===== src/rtl/uart_boot_pkg.sv =====
// Shared types and constants for the UART boot loader.
package uart_boot_pkg;

    typedef enum logic [2:0] {
        IDLE,
        SYNC,
        LEN_LO,
        LEN_HI,
        DATA,
        CSUM
    } boot_state_e;

    localparam logic [7:0] SYNC_BYTE0 = 8'h5F;  // '_'
    localparam logic [7:0] SYNC_BYTE1 = 8'h70;  // 'p'

    localparam int unsigned DEFAULT_TIMEOUT_CYC = 50_000_000;

endpackage


===== src/rtl/boot_word_packer.sv =====
// Packs payload bytes LSB-lane-first into 32-bit words and keeps the
// running mod-256 checksum of every byte accepted.
module boot_word_packer (
    input  logic        clk_i,
    input  logic        reset_i,
    input  logic        clear_i,
    input  logic        byte_valid_i,
    input  logic [7:0]  byte_i,
    output logic [31:0] word_o,
    output logic        word_done_o,
    output logic [7:0]  csum_o
);

    logic [1:0]  lane_q;
    logic [23:0] asm_q;
    logic [7:0]  csum_q;

    // The top lane is never stored: the completed word is formed from the
    // three held lanes plus the byte arriving in this cycle.
    assign word_done_o = byte_valid_i && (lane_q == 2'd3);
    assign word_o      = {byte_i, asm_q};
    assign csum_o      = csum_q;

    // NOTE: sequential state uses non-blocking assignments so every flop
    // samples pre-edge values, independent of statement order.
    always_ff @(posedge clk_i or negedge reset_i) begin
        if (!reset_i) begin
            lane_q <= 2'd0;
            asm_q  <= '0;
            csum_q <= '0;
        end else if (clear_i) begin
            lane_q <= 2'd0;
            asm_q  <= '0;
            csum_q <= '0;
        end else if (byte_valid_i) begin
            lane_q <= lane_q + 2'd1;
            csum_q <= csum_q + byte_i;
            case (lane_q)
                2'd0:    asm_q[7:0]   <= byte_i;
                2'd1:    asm_q[15:8]  <= byte_i;
                2'd2:    asm_q[23:16] <= byte_i;
                default: ;
            endcase
        end
    end

endmodule


===== src/rtl/uart_boot_ctrl.sv =====
// UART program loader: "_p", 16-bit word count, payload, checksum.
// Define UART_BOOT_TIMEOUT_EN to abort a load after TIMEOUT_CYC idle clocks.
module uart_boot_ctrl
    import uart_boot_pkg::*;
#(
    parameter int unsigned ADDR_W      = 14,
    parameter int unsigned BASE_ADDR   = 0,
    parameter int unsigned TIMEOUT_CYC = DEFAULT_TIMEOUT_CYC,
    parameter int unsigned CNT_W       = 26
) (
    input  logic              clk_i,
    input  logic              reset_i,
    input  logic              rx_valid_i,
    input  logic [7:0]        rx_byte_i,
    output logic              mem_req_o,
    input  logic              mem_gnt_i,
    output logic [ADDR_W-1:0] mem_addr_o,
    output logic [31:0]       mem_wdata_o,
    output logic              core_rst_n_o,
    output logic              busy_o,
    output logic              done_o,
    output logic              err_o
);

    if (64'(TIMEOUT_CYC) >= (64'd1 << CNT_W)) begin : g_bad_cnt_w
        $error("CNT_W too narrow for TIMEOUT_CYC");
    end

    boot_state_e       state_q;
    logic              req_q, core_rst_n_q, done_q, err_q;
    logic [ADDR_W-1:0] addr_q;
    logic [31:0]       wdata_q;
    logic [15:0]       len_q, word_cnt_q;
    logic              csum_seen_q, csum_match_q;

    logic        start, data_byte, word_done, timeout;
    logic [31:0] word;
    logic [7:0]  csum;

    assign start     = rx_valid_i && (state_q == SYNC) && (rx_byte_i == SYNC_BYTE1);
    assign data_byte = rx_valid_i && (state_q == DATA);

    boot_word_packer u_packer (
        .clk_i       (clk_i),
        .reset_i     (reset_i),
        .clear_i     (start),
        .byte_valid_i(data_byte),
        .byte_i      (rx_byte_i),
        .word_o      (word),
        .word_done_o (word_done),
        .csum_o      (csum)
    );

`ifdef UART_BOOT_TIMEOUT_EN
    logic [CNT_W-1:0] idle_cnt_q;
    logic             loading;

    assign loading = state_q inside {LEN_LO, LEN_HI, DATA, CSUM};
    assign timeout = loading && !rx_valid_i && (idle_cnt_q == CNT_W'(TIMEOUT_CYC - 1));

    always_ff @(posedge clk_i or negedge reset_i) begin
        if (!reset_i)                            idle_cnt_q <= '0;
        else if (!loading || rx_valid_i || timeout) idle_cnt_q <= '0;
        else                                     idle_cnt_q <= idle_cnt_q + 1'b1;
    end
`else
    assign timeout = 1'b0;
`endif

    always_ff @(posedge clk_i or negedge reset_i) begin
        if (!reset_i) begin
            state_q      <= IDLE;
            req_q        <= 1'b0;
            addr_q       <= ADDR_W'(BASE_ADDR);
            wdata_q      <= '0;
            core_rst_n_q <= 1'b1;
            done_q       <= 1'b0;
            err_q        <= 1'b0;
            len_q        <= '0;
            word_cnt_q   <= '0;
            csum_seen_q  <= 1'b0;
            csum_match_q <= 1'b0;
        end else begin
            done_q <= 1'b0;
            // A grant retires the write; a word queued in the same cycle
            // below overrides req_q back to 1 at the incremented address.
            if (req_q && mem_gnt_i) begin
                req_q  <= 1'b0;
                addr_q <= addr_q + 1'b1;
            end
            if (timeout) begin
                err_q   <= 1'b1;
                req_q   <= 1'b0;
                state_q <= IDLE;
            end else begin
                case (state_q)
                    IDLE: if (rx_valid_i && rx_byte_i == SYNC_BYTE0) state_q <= SYNC;
                    SYNC: if (rx_valid_i) begin
                        if (rx_byte_i == SYNC_BYTE1) begin
                            state_q      <= LEN_LO;
                            core_rst_n_q <= 1'b0;
                            err_q        <= 1'b0;
                            addr_q       <= ADDR_W'(BASE_ADDR);
                            word_cnt_q   <= '0;
                            csum_seen_q  <= 1'b0;
                        end else if (rx_byte_i != SYNC_BYTE0) begin
                            state_q <= IDLE;
                        end
                    end
                    LEN_LO: if (rx_valid_i) begin
                        len_q[7:0] <= rx_byte_i;
                        state_q    <= LEN_HI;
                    end
                    LEN_HI: if (rx_valid_i) begin
                        len_q[15:8] <= rx_byte_i;
                        state_q     <= ({rx_byte_i, len_q[7:0]} == 16'd0) ? CSUM : DATA;
                    end
                    DATA: if (word_done) begin
                        if (req_q && !mem_gnt_i) begin
                            err_q   <= 1'b1;
                            req_q   <= 1'b0;
                            state_q <= IDLE;
                        end else begin
                            wdata_q    <= word;
                            req_q      <= 1'b1;
                            word_cnt_q <= word_cnt_q + 16'd1;
                            if (word_cnt_q + 16'd1 == len_q) state_q <= CSUM;
                        end
                    end
                    CSUM: begin
                        // The checksum byte may arrive while the last write
                        // is still pending; remember it and decide later.
                        if ((csum_seen_q || rx_valid_i) && !req_q) begin
                            if (csum_seen_q ? csum_match_q : (rx_byte_i == csum)) begin
                                core_rst_n_q <= 1'b1;
                                done_q       <= 1'b1;
                            end else begin
                                err_q <= 1'b1;
                            end
                            state_q <= IDLE;
                        end else if (rx_valid_i && !csum_seen_q) begin
                            csum_seen_q  <= 1'b1;
                            csum_match_q <= (rx_byte_i == csum);
                        end
                    end
                    default: state_q <= IDLE;
                endcase
            end
        end
    end

    assign mem_req_o    = req_q;
    assign mem_addr_o   = addr_q;
    assign mem_wdata_o  = wdata_q;
    assign core_rst_n_o = core_rst_n_q;
    assign busy_o       = (state_q != IDLE);
    assign done_o       = done_q;
    assign err_o        = err_q;

endmodule


===== config.mk =====
export PLATFORM = sky130hd
export DESIGN_NAME = uart_boot_ctrl
export DESIGN_NICKNAME = d
export VERILOG_FILES = /design/src/rtl/uart_boot_pkg.sv /design/src/rtl/boot_word_packer.sv /design/src/rtl/uart_boot_ctrl.sv
export SDC_FILE = /design/constraint.sdc
export NUM_CORES = 1
export LEC_CHECK = 0
export BUFFER_PORTS_ARGS = -buffer_cell sky130_fd_sc_hd__buf_2
export CORE_MARGIN = 4
export CORE_UTILIZATION = 30
export CTS_BUF_LIST = sky130_fd_sc_hd__clkbuf_8
export DETAILED_ROUTE_END_ITERATION = 10
export GPL_TIMING_DRIVEN = 0
export SLEW_MARGIN = 20
export SYNTH_ARGS = -nofsm -noshare
export SYNTH_HDL_FRONTEND = slang
export SYNTH_SLANG_ARGS = --single-unit

===== constraint.sdc =====
create_clock -name clk_i -period 2 [get_ports clk_i]
set_input_delay 0.3 -clock clk_i [delete_from_list [all_inputs] [get_ports clk_i]]
set_output_delay 0.3 -clock clk_i [all_outputs]
set_load 0.05 [all_outputs]

Yosys cells after proc, flatten, opt, wreduce, memory -nomap -nowiden
Cells that the tools add are included.

storage, ports and cells
  bits of input ports = 12
  bits in registers = 121
  logic and storage cells = 138

cells by class
  mux-type cells = 51
  reduce and logical (&&, ||, !) cells = 36
  equality and inequality tests = 28
  $add $sub $neg = 4
  bitwise logic cells = 2

operator list
  kind                   number
  $mux 16                4
  $mux 14                4
  $mux 24                2
  $mux 8                 5
  $pmux 16 s2            1
  $mux 3                 10
  $ne 2x2->1 const B     10
  $mux 1                 19
  $pmux 3 s6             1
  $add 16x1->16 const B  1
  $eq 16x16->1           1
  $eq 8x7->1 const B     2
  $logic_not 16->1       1
  $reduce_and 5->1       3
  $add 14x1->14 const B  1
  $reduce_bool 2->1      6
  $reduce_and 2->1       5
  $logic_and 1x1->1      9
  $add 8x8->8            1
  $eq 8x8->1             1
  $ne 8x7->1 const B     1
  $reduce_and 8->1       1
  $reduce_and 7->1       1
  $eq 3x2->1 const B     2
  17 further kinds       29

Longest topological paths before layout
  depth after elaboration = 6
  mapped depth = 9

By module
From an unflattened synthesis, not the netlist that was laid out.

unflattened totals
  cells, all modules = 682
  area total of the unflattened synthesis = 6,356.1 µm²

by module, submodules not included
  module            area each (µm²)  sequential area each (µm²)  cells each  instances
  uart_boot_ctrl    4,504.3          2,178.3                     487         1
  boot_word_packer  1,851.8          850.8                       195         1

Least setup slack after synthesis
No wires, ideal clock.

  path type = reg2reg
  from = reg req_q (netlist: mem_req_o)
  to = reg err_q (netlist: err_o)
  buffers on the path = 0
  arrival = 1.868 ns
  stages on the path, launching flop included = 5
  setup time = 0.067 ns
  slack = 0.065 ns
  cell sequence = dfrtp_1 > nand2b_1 > or4_1 > a221oi_1 > o32a_1

on the way
  cells in the longest elaborated chain, start to end = 4
  elaborated cells on any way between the ends = 6
  classes of those cells = 2 x eq/ne; 4 x reduce/logical

ends and longest elaborated chain
  what                          line                   RTL
  from (decl)                   uart_boot_ctrl.sv:30   logic req_q, core_rst_n_q, done_q, err_q;
  from (signal assigned)        uart_boot_ctrl.sv:73   req_q <= 1'b0;
  from (signal assigned)        uart_boot_ctrl.sv:88   req_q <= 1'b0;
  from (signal assigned)        uart_boot_ctrl.sv:93   req_q <= 1'b0;
  $logic_not 1->1               uart_boot_ctrl.sv:133  if ((csum_seen_q || rx_valid_i) && !req_q) begin
  $logic_and 1x1->1             uart_boot_ctrl.sv:133
  $ne 2x2->1 (no line)          n/a
  $reduce_and 7->1 (no line) *  n/a
  to (signal assigned)          uart_boot_ctrl.sv:102  err_q <= 1'b0;
  to (signal assigned)          uart_boot_ctrl.sv:120  err_q <= 1'b1;
  to (signal assigned)          uart_boot_ctrl.sv:138  err_q <= 1'b1;
  to (decl)                     uart_boot_ctrl.sv:30

Mark *: on every way between the ends. The rest lies on a longest branch, timed or not.
A chain may end at the register's enable or synchronous reset.

Final worst setup path
  from = reg word_cnt_q[7]
  to = reg state_q[0]

on the way
  cells in the longest elaborated chain, start to end = 4

ends and longest elaborated chain
  what                        line                   RTL
  from (decl)                 uart_boot_ctrl.sv:33   logic [15:0] len_q, word_cnt_q;
  from (signal assigned)      uart_boot_ctrl.sv:126  word_cnt_q <= word_cnt_q + 16'd1;
  $add 16x1->16               uart_boot_ctrl.sv:127  if (word_cnt_q + 16'd1 == len_q) state_q <= CSUM;
  $eq 16x16->1                uart_boot_ctrl.sv:127
  $ne 3x1->1 (no line)        n/a
  $reduce_and 8->1 (no line)  n/a
  to (signal assigned)        uart_boot_ctrl.sv:116  state_q <= ({rx_byte_i, len_q[7:0]} == 16'd0) ? CSUM : DATA;
  to (decl)                   uart_boot_ctrl.sv:29   boot_state_e state_q;

Every way passes these cells.

==> results.sh <==
export IMPL_clk_latency_ps=450
export IMPL_place_congestion=0.8400
export IMPL_cts_htree_levels=4
export IMPL_synth_edff_count=0
export IMPL_synth_ff_type="dfrtp_1"
export IMPL_drtAntennaViolNets=0
export IMPL_yosysMostFrequentCell="nand2_1"
export IMPL_fin_ws_ps=-82.07
export IMPL_max_stage_delay_ps=550
export IMPL_hold_violations=0
export IMPL_start_util=0.3052
export IMPL_core_um2=20300
export IMPL_via_per_inst=4.951
export IMPL_synth_top_area_cell="dfrtp_1"
export IMPL_drv_cap=0
export IMPL_cp_required_ps=2380
export IMPL_portBuffers=62
export IMPL_finalMaxSlewViolations=0
export IMPL_syn_area_um2=6196
export IMPL_syn_nets=708
export IMPL_synth_common_cells="nand2_1, dfrtp_1, nor2_1"
export IMPL_root_buffer="clkbuf_8"
export IMPL_track_usage=0.1474
export IMPL_cts_sinks=121
export IMPL_gr_usage_met3=0.04045
export IMPL_yosys_warnings=0
export IMPL_path_max_fanout=8
export IMPL_p_leak_nw=3.688
export IMPL_path_cells="buf_6 > nand4_4 > or4_4 > xnor2_1 > a211oi_2 > nand4_1 > a21oi_2"
export IMPL_diodes=0
export IMPL_drt_first_iter_violations=215
export IMPL_irDropWorstVdd_uv=406.4
export IMPL_die_h_um=151.7
export IMPL_dieWidth_um=151.7
export IMPL_grt_start_max_net_pins=76
export IMPL_slowest_stage="or4_4"
export IMPL_postPlaceCellArea_um2=6882
export IMPL_grt_pass1_wl_um=26540
export IMPL_ys_types=68
export IMPL_num_vias=5243
export IMPL_crit_type="reg2reg"
export IMPL_fin_crit_sh=1.041
export IMPL_top_usage_layer="met2"
export IMPL_area_delta_synth_final_pct=24.45
export IMPL_nets=802
export IMPL_final_area_um2=7711
export IMPL_fmax_ghz=0.4803
export IMPL_grt_use_met1=0.2020
export IMPL_grt_pass1_vias=5028
export IMPL_syn_avg_cell_area_um2=9.085
export IMPL_drive_gt1_frac=0.2484
export IMPL_fin_worst_skew_ps=12.10
export IMPL_crit_arrival_ps=2460
export IMPL_cp_top_family="simple AND/OR/NAND/NOR gates"
export IMPL_failed_checks="negative setup slack"
export IMPL_final_core_util=0.3799
export IMPL_die_area_um2=23020
export IMPL_fin_crit_ps=2082
export IMPL_synth_async_sr_flop_share=1.000
export IMPL_wire_per_inst_um=15.48
export IMPL_netlist_top_cells_area="dfrtp_1, nand2_1, mux2_2"
export IMPL_yosysSeqAreaShare=0.4889
export IMPL_drc=0
export IMPL_fillCellCount=2090
export IMPL_path_clk_slew_ps=80
export IMPL_tritoncts="yes"
export IMPL_crit_buf_inv=1
export IMPL_cts_buffers_inserted=17
export IMPL_status="complete, but fails checks"
export IMPL_synthCells=682
export IMPL_power_total_mw=8.671
export IMPL_tightest_slew_ps=649.8
export IMPL_final_setup_viol_count=1
export IMPL_overflow=0
export IMPL_hp_class="in2reg"
export IMPL_rsz0062_at_grt="yes"
export IMPL_ios=63
export IMPL_dr_pass1_iters=4
export IMPL_clockBufferDepth=2
export IMPL_grtUsageMet2=0.2256
export IMPL_start_kind="register"
export IMPL_dp_final_hpwl_um=11180
export IMPL_rows=52
export IMPL_drt_wl_total_um=16390
export IMPL_powerDensity_nw_per_um2=1125
export IMPL_synth_seq_cells=121
export IMPL_antenna_found_initial=0
export IMPL_synth_top_area_frac=0.4847
export IMPL_relSlewSlack=0.5644
export IMPL_endpoint_kind="register"
-- placed cells by master (no fill, tap or decap), types with 11 or more instances in the layout --
master    count
xnor2_1      11
mux2_2       16
inv_1        16
o21ai_1      12
buf_4        14
clkbuf_1     17
ha_1         11
o21ai_0      31
xor2_1       17
a21oi_1      25
dfrtp_1     112
buf_2        65
clkbuf_8     19
nor2_1       36
nand2_1     191
-- layout make-up --
type	count	area [um2]	share of cell area
Sequential cell	121	3039	0.3941
Clock buffer	19	261.5	0.03391
Buffer	36	217.7	0.02823
Timing Repair Buffer	78	481.7	0.06247
Multi-Input combinational cell	505	3142	0.4074
Tap cell	270	337.8	0.04381
Inverter	17	63.81	0.008275
Clock inverter	13	167.7	0.02174
-- flip-flops by register name, indices dropped and copies added, names as in the netlist --
signal / flops
mem_addr_o: 14
err_o: 1
state_q: 3
mem_req_o: 1
u_packer.asm_q: 24
csum_seen_q: 1
core_rst_n_o: 1
mem_wdata_o: 32
word_cnt_q: 16
done_o: 1
u_packer.lane_q: 2
len_q: 16
csum_match_q: 1
u_packer.csum_o: 8
-- power by group --
part	switching (mW)	internal, mW
clock network	1.09	1.31
registers	0.380	3.01
logic	1.90	0.977
total	3.37	5.30
-- worst min-delay path, stage by stage --
cell     delay (ps)
buf_2           130
nand3_1          80
a21oi_1          60
-- kinds of logic (layout without fill, tap and decap cells) --
family / after synthesis / after routing / synth area share
buffers and inverters: 56 / 163 / 0.03837
flip-flops: 121 / 121 / 0.4889
AND/OR/NAND/NOR: 316 / 316 / 0.2387
AO/OA/AOI/OAI: 127 / 127 / 0.1292
XOR/XNOR: 28 / 28 / 0.03958
multiplexers: 19 / 19 / 0.03413
adder cells (fa/ha/maj): 15 / 15 / 0.03110
-- timing repair --
action	CTS	global route
endpoints found under the hold margin	45	0
setup endpoints to repair	85	69
hold buffers	1	0
buffers inserted	5	9
pin swaps	7	18
gates resized for setup	32	49
-- routing by layer --
| metal | wire [um] | vias up |
|---|---|---|
| met5 | 0 | - |
| li1 | - | 2535 |
| met4 | 203 | 0 |
| met1 | 7811 | 2594 |
| met3 | 664 | 17 |
| met2 | 7713 | 97 |
-- path summary, 6_finish.rpt --
kind	startpoint	to	slack, ps	cells past startpoint
max	word_cnt_q[7]	state_q[0]	-80	7
min	mem_gnt_i	mem_addr_o[1]	160	3
max reg2reg	word_cnt_q[7]	state_q[0]	-80	7
min reg2reg	mem_wdata_o[7]	mem_wdata_o[7]	470	2
max in group asynchronous	reset_i	word_cnt_q[3]	950	3
min in group asynchronous	reset_i	word_cnt_q[5]	350	2
-- per-stage QoR --
stage                     hold WS, ps  setup TNS [ps]  setup WS [ps]  cells
after global routing            140.1          -327.2         -154.7   1059
after CTS                       125.3          -193.0         -98.55   1051
after detailed placement        238.4          -28500         -539.0   1015
final                           157.5          -82.07         -82.07   1059
after floorplan                 4.409               0          64.88    682
after global placement          455.3         -153170          -1035   1014
No activity file was read; power rests on OpenSTA's default activity.
